===== config.mk =====
export PLATFORM = sky130hd
export DESIGN_NAME = experiar_gpio_peripheral
export DESIGN_NICKNAME = d
export VERILOG_FILES = /design/src/rtl/experiar_gpio_peripheral.sv
export SDC_FILE = /design/constraint.sdc
export NUM_CORES = 1
export LEC_CHECK = 0
export ABC_CLOCK_PERIOD_IN_PS = 2000
export BUFFER_PORTS_ARGS = -buffer_cell sky130_fd_sc_hd__buf_4
export CAP_MARGIN = 20
export CELL_PAD_IN_SITES_DETAIL_PLACEMENT = 1
export CELL_PAD_IN_SITES_GLOBAL_PLACEMENT = 1
export CORE_MARGIN = 8
export CORE_UTILIZATION = 33
export CTS_CLUSTER_DIAMETER = 50
export DETAILED_ROUTE_END_ITERATION = 10
export PLACE_DENSITY = 0.81
export SETUP_SLACK_MARGIN = 0.5
export SLEW_MARGIN = 20
export SYNTH_ARGS = -nofsm -noshare
export SYNTH_HDL_FRONTEND = slang
export SYNTH_HIERARCHICAL = 1
export SYNTH_SLANG_ARGS = --single-unit

===== constraint.sdc =====
create_clock -name wb_clk_i -period 2 [get_ports wb_clk_i]
set_input_delay 0 -clock wb_clk_i [delete_from_list [all_inputs] [get_ports wb_clk_i]]
set_output_delay 0 -clock wb_clk_i [all_outputs]
set_load 0.01 [all_outputs]

===== src/rtl/experiar_gpio_peripheral.sv =====
// Wishbone GPIO bank: OUT/OE/IN registers, SET/CLR/TGL strobes, byte-lane writes.
// Define GPIO_BLINK_EN to add the free-running blink divider on blink_o (offset 0x18).

module experiar_gpio_sync (
  input  logic clk,
  input  logic rst,
  input  logic d,
  output logic q
);
  logic [1:0] sync_pipe;

  always_ff @(posedge clk) begin
    if (rst) sync_pipe <= '0;
    else     sync_pipe <= {sync_pipe[0], d};
  end

  assign q = sync_pipe[1];
endmodule

module experiar_gpio_peripheral #(
  parameter int          WIDTH     = 16,
  parameter logic [31:0] BASE_ADDR = 32'h3000_0000
) (
  input  logic             wb_clk_i,
  input  logic             wb_rst_i,
  input  logic             wbs_cyc_i,
  input  logic             wbs_stb_i,
  input  logic             wbs_we_i,
  input  logic [3:0]       wbs_sel_i,
  input  logic [31:0]      wbs_adr_i,
  input  logic [31:0]      wbs_dat_i,
  output logic             wbs_ack_o,
  output logic [31:0]      wbs_dat_o,
  input  logic [WIDTH-1:0] gpio_in,
  output logic [WIDTH-1:0] gpio_out,
  output logic [WIDTH-1:0] gpio_oeb,
  output logic             blink_o
);
  localparam logic [7:0] OFF_OUT = 8'h00;
  localparam logic [7:0] OFF_OE  = 8'h04;
  localparam logic [7:0] OFF_IN  = 8'h08;
  localparam logic [7:0] OFF_SET = 8'h0C;
  localparam logic [7:0] OFF_CLR = 8'h10;
  localparam logic [7:0] OFF_TGL = 8'h14;
  localparam logic [7:0] OFF_DIV = 8'h18;

  logic [WIDTH-1:0] out_q, out_nxt, oe_q, in_sync, wmask, wdata;
  logic [31:0]      byte_mask, rdata;
  logic [7:0]       off;
  logic             hit, req, wr;

  assign off       = wbs_adr_i[7:0];
  assign hit       = (wbs_adr_i[31:8] == BASE_ADDR[31:8]);
  assign req       = wbs_cyc_i & wbs_stb_i & hit & ~wbs_ack_o;
  assign wr        = req & wbs_we_i;
  assign byte_mask = {{8{wbs_sel_i[3]}}, {8{wbs_sel_i[2]}}, {8{wbs_sel_i[1]}}, {8{wbs_sel_i[0]}}};
  assign wmask     = byte_mask[WIDTH-1:0];
  assign wdata     = wbs_dat_i[WIDTH-1:0] & wmask;

  for (genvar i = 0; i < WIDTH; i++) begin : g_pin
    experiar_gpio_sync u_sync (
      .clk (wb_clk_i),
      .rst (wb_rst_i),
      .d   (gpio_in[i]),
      .q   (in_sync[i])
    );
  end

`ifdef GPIO_BLINK_EN
  logic [23:0] div_q, cnt_q;
  logic        blink_q;
  logic        div_wr;

  assign div_wr = wr & (off == OFF_DIV);

  // A DIV write restarts the period; DIV below the current count clears on the next edge.
  always_ff @(posedge wb_clk_i) begin
    if (wb_rst_i) begin
      div_q   <= 24'd1_000_000;
      cnt_q   <= '0;
      blink_q <= 1'b0;
    end else if (div_wr) begin
      div_q <= (div_q & ~byte_mask[23:0]) | (wbs_dat_i[23:0] & byte_mask[23:0]);
      cnt_q <= '0;
    end else if (div_q == '0) begin
      cnt_q <= '0;
    end else if (cnt_q >= div_q) begin
      cnt_q   <= '0;
      blink_q <= ~blink_q;
    end else begin
      cnt_q <= cnt_q + 24'd1;
    end
  end

  assign blink_o = blink_q;
`else
  assign blink_o = 1'b0;
`endif

  always_comb begin
    rdata = '0;
    case (off)
      OFF_OUT: rdata = 32'(out_q);
      OFF_OE:  rdata = 32'(oe_q);
      OFF_IN:  rdata = 32'(in_sync);
`ifdef GPIO_BLINK_EN
      OFF_DIV: rdata = 32'(div_q);
`endif
      default: rdata = '0;
    endcase
  end

  always_comb begin
    out_nxt = out_q;
    if (wr) begin
      case (off)
        OFF_OUT: out_nxt = (out_q & ~wmask) | wdata;
        OFF_SET: out_nxt = out_q | wdata;
        OFF_CLR: out_nxt = out_q & ~wdata;
        OFF_TGL: out_nxt = out_q ^ wdata;
        default: out_nxt = out_q;
      endcase
    end
  end

  always_ff @(posedge wb_clk_i) begin
    if (wb_rst_i) begin
      out_q     <= '0;
      oe_q      <= '0;
      wbs_ack_o <= 1'b0;
      wbs_dat_o <= '0;
    end else begin
      out_q     <= out_nxt;
      wbs_ack_o <= req;
      wbs_dat_o <= (req & ~wbs_we_i) ? rdata : 32'd0;
      if (wr && off == OFF_OE) oe_q <= (oe_q & ~wmask) | wdata;
    end
  end

  assign gpio_out = out_q;
  assign gpio_oeb = ~oe_q;

  logic unused_bits;
  assign unused_bits = ^{wbs_dat_i, byte_mask};
endmodule


# == Word level (Yosys, flattened, before mapping) ==
# Cells that the tools add are included.
# op_classes
add_sub_neg,0
mul,0
div,0
order_cmp,0
n_eq_ne,6
n_shift,0
n_mux,2
n_bitwise,19
n_reduce_logical,5
# op_table
cell,n
$and 16x16->16,4
$pmux 16 s4,1
$not 16->16,3
$or 16x16->16,3
$pmux 16 s3,1
$eq 24x22->1 const B,1
$eq 8x4->1 const B,2
$eq 8x5->1 const B,2
$xor 16x16->16,1
$eq 8x3->1 const B,1
$logic_not 8->1,1
$and 1x1->1,5
$reduce_bool 4->1,1
$not 1->1,3
$reduce_and 2->1,1
$reduce_or 2->1,1
$logic_and 1x1->1,1
# word_totals
regBits,97
latch_bits,0
ramBits,0
mem_bits_ro,0
inputBits,89
out_inout_bits,66
elab_cells,52
mem_count,0

# == Logic depth before layout (Yosys ltp) ==
# logic_depth
word_depth,6
ltp_mapped,8
mapped_depth_nobuf,6

# == Modules after synthesis ==
# Netlist, hierarchy kept.
# modules_own_cells
module,instances,cells_per_inst,area_per_inst_um2,seq_area_each_um2
experiar_gpio_peripheral,1,438,3449.6,980.9
experiar_gpio_sync,16,4,52.6,40.0

# == Least setup slack after synthesis ==
# OpenSTA, ideal clock, no wires.
# synth_timing
kind,input -> register
from,input port wbs_adr_i[1]
to,"register out_q[1], in the netlist gpio_out[1]"
setup_time_ns,0.096
arrival_time_ns,1.936
t_required_ns,1.904
path_slack_ns,-0.032
stages,7
n_path_buf,3
cell_sequence,or4_1 > clkbuf_1 > or2_1 > buf_6 > or4_4 > buf_6 > o41ai_2
# synth_via
elab_chain_len,3
word_cells_on_any_way,7
classes_between,3 x eq/ne; 1 x mux; 3 x reduce/logical
# synth_lines
item,line,rtl
"start, declared",30,"input logic [31:0] wbs_adr_i,"
"$eq 8x5->1, or another cell as far along",116,case (off)
$reduce_bool 4->1 (no source line),-,
$reduce_and 2->1 (no source line),-,
"end signal, assigned",133,out_q <= out_nxt;
"end, declared",47,"logic [WIDTH-1:0] out_q, out_nxt, oe_q, in_sync, wmask, wdata;"
# Parallel ways exist; a longest one is shown, timed or not.
# A chain may end at the register's enable or synchronous reset.

# == Worst setup path after layout ==
# layout_timing
from,register wbs_ack_o
to,"register out_q[7], in the netlist gpio_out[7]"
# layout_via
elab_chain_len,4
# layout_lines
item,line,rtl
"start, declared",32,"output logic wbs_ack_o,"
"start signal, assigned",134,wbs_ack_o <= req;
$not 1->1,54,assign req = wbs_cyc_i & wbs_stb_i & hit & ~wbs_ack_o;
$and 1x1->1,54,
$and 1x1->1,55,assign wr = req & wbs_we_i;
$reduce_and 2->1 (no source line),-,
# Every way passes these cells.

==> out/summary.txt <==
Outcome: finished clean
# fillers: 1,465
Crit Path Max Fanout: 5
Fmax: 573.7 MHz
DRT iter0 DRCs: 294
Routed vias/inst: 5.394
Sequential share of the synthesized area: 0.3780
First-pass DRT Iterations: 4
Footprint of the multi-input gates: 2691 um2
Peak supply drop: 0.0004562 V
Synthesis-to-finish area growth: 48.29%
Syn Inst Count: 502
RD Place Congestion: 0.8292
DP Worst Slack: -81.32 ps
Site Rows: 41
Max-Cap Viols: 0
Core Area: 12,670 um2
Largest net degree at the start of global routing: 59
Worst-Margin Slew: 1061 ps
Clock latency on the worst-skew pair: 340 ps
Max_slew headroom: 0.2879
Nets: 755
Startpoint types: register
Io pins: 155
Arr. time, crit path: 1980 ps
Routed wire length: 17,290 um
Static Leak: 2.490 nW
RSZ-0062 raised after global routing: yes
Root Buffer: clkbuf_16
Vias in the first global route: 4,761
Worst Slack Setup Final: 257.0 ps
Die Y: 130.0 um
CTS Buf Count: 9
Chip width: 130.0 um
Final Hold Fails: 0
Clk pin slew, worst setup/hold paths: 60 ps
Count of warnings emitted by yosys: 6
Vias: 4,461
CP endpoint kind: register
Synth cell types: 41
Critical path class: reg -> reg
Pwr Density: 603.9 nW/um2
Detail Route Antenna Nets: 0
Critical Path RT: 2240 ps
Initial antenna violation count: 0
DP HPWL: 11,450 um
Avg Inst Size Synth: 8.547 um2
# setup viols final: 0
Clk_skew: 8.777 ps
Final worst path period share: 0.8715
CTS tree: yes
Antenna Cells: 0
Clk sink count: 81
Cell area after placement: 5336 um2
Min Tclk post-route: 1743 ps
Layout cells sized above 1: 0.3344
Reg area: 1623 um2
Die ar.: 16,910 um2
H-tree depth: 3
Setup TNS: 0 ps
Worst Hold Class: in -> reg
IO buf count: 119
Wire per inst: 20.91 um
Longest Clk Path Bufs: 2
DRC: 0
Design Area, Final: 6362 um2
Mapped Area: 4290 um2
Starting Density: 0.3386
First-pass GRT wire length: 26,130 um
Congestion Overflow GR: 0
Tot GR Track Use: 0.1995
Fin. max-slew vios: 0
Synthesis-stage register bit count: 81
==> through the flow <==
stage | hold WS (ps) | utilization | total power, mW | std cells
global route | 24.66 | 0.5021 | 3.983 | 827
global placement | 211.8 | 0.4212 | 2.057 | 773
finish | 22.50 | 0.5021 | 3.842 | 827
CTS | 2.771 | 0.4809 | 3.849 | 825
floorplan | 71.61 | - | 1.901 | 518
detailed placement | 220.5 | 0.4212 | 2.072 | 773
==> critical path: stages, from the launching register on <==
cell and delay [ps]:
dfxtp_2 330, nor4_4 180, nand4_1 150, buf_6 180, or4_4 570, o41ai_4 240
==> repair_timing <==
action	in CTS	in global routing
hold buffers	31	0
gates resized for setup	19	46
buffers inserted	2	2
pin swaps	5	7
endpoints found under the hold margin	31	0
gates cloned	3	0
setup endpoints to repair	48	48
==> final cells by class <==
class | count | share of cell area
multi-input combinational | 363 | 0.4230
clock inverter | 6 | 0.01160
timing repair buffer | 179 | 0.2295
inverter | 16 | 0.009440
tap | 172 | 0.03382
sequential | 81 | 0.2551
clock buffer | 10 | 0.03756
==> where the power goes <==
part	leakage (nW)	total, mW	internal [mW]	switching, mW
clock network	0.147	1.73	1.02	0.711
logic	1.68	0.464	0.219	0.244
registers	0.660	1.65	1.64	0.00812
==> cell usage after synthesis <==
master / number / area [um2]
a211oi_1: 1 / 7.510
a21oi_1: 56 / 280.3
a221oi_1: 9 / 78.83
and3b_1: 2 / 17.52
and4_1: 3 / 26.28
buf_1: 8 / 30.03
buf_2: 2 / 10.01
buf_4: 17 / 127.6
buf_6: 4 / 45.04
clkbuf_1: 29 / 108.9
conb_1: 1 / 3.750
dfxtp_1: 81 / 1622
ha_1: 16 / 200.2
inv_1: 16 / 60.06
mux2i_1: 17 / 170.2
nand2_1: 16 / 60.06
nand2b_1: 8 / 50.05
nand3_1: 1 / 5.000
nand3b_1: 1 / 7.510
nand4_1: 21 / 131.4
nor2_1: 59 / 221.5
nor2b_1: 49 / 306.5
nor3_1: 2 / 10.01
nor4_1: 5 / 31.28
nor4b_1: 1 / 8.760
nor4bb_1: 2 / 20.02
o211ai_1: 2 / 15.01
o21ai_0: 7 / 35.03
o221ai_1: 6 / 52.55
o31ai_1: 25 / 187.7
o41ai_1: 17 / 148.9
o41ai_2: 8 / 130.1
or2_0: 1 / 6.260
or2_1: 1 / 6.260
or2_2: 1 / 6.260
or3_1: 2 / 12.51
or3b_1: 1 / 8.760
or4_1: 1 / 7.510
or4_4: 1 / 11.26
or4b_4: 1 / 13.76
xnor2_1: 1 / 8.760
==> per-layer routing <==
metal	global-route usage	wire length [um]	part of all wire	vias up
met4	0.07240	445	0.026	0
met5	0	0	0	-
li1	-	-	-	2089
met1	0.2234	6615	0.38	2174
met2	0.3525	9032	0.52	169
met3	0.05671	1200	0.069	29
==> cell usage in the layout (no fill, tap or decap), types with 5 or more instances in the layout <==
master	count
nand2_1	16
inv_1	16
o31ai_4	9
o41ai_2	15
o31ai_1	7
dlygate4sd3_1	31
o221ai_1	6
nor2b_1	49
o21ai_0	7
ha_1	16
nand2b_1	8
nand4_1	21
a221oi_1	9
dfxtp_1	80
o41ai_1	8
buf_6	5
o31ai_2	9
a21oi_1	56
nor2_1	51
nor2_2	8
clkbuf_16	9
buf_4	141
mux2i_1	17
conb_1	17
==> final timing paths <==
check / from / endpoint / slack (ps) / depth (start not counted)
worst max-delay path: wbs_ack_o / gpio_out[7] / 260 / 5
worst max register to register: wbs_ack_o / gpio_out[7] / 260 / 5
worst min-delay path: wbs_dat_i[11] / register / 20 / 3
worst min register to register: g_pin[5].u_sync/sync_pipe[0] / g_pin[5].u_sync/sync_pipe[1] / 440 / 1
==> logic make-up after synthesis <==
| logic type | count (synthesis) | synth area share |
|---|---|---|
| muxes | 17 | 0.03966 |
| other | 1 | 0.0008741 |
| DFF | 81 | 0.3780 |
| xor gates and xnor gates | 1 | 0.002042 |
| and+or+nand+nor | 179 | 0.2257 |
| AOI/OAI and AO/OA | 131 | 0.2181 |
| adders and majority gates | 16 | 0.04666 |
| buffers and inverters | 76 | 0.08895 |
(Power assumes the default switching activity.)
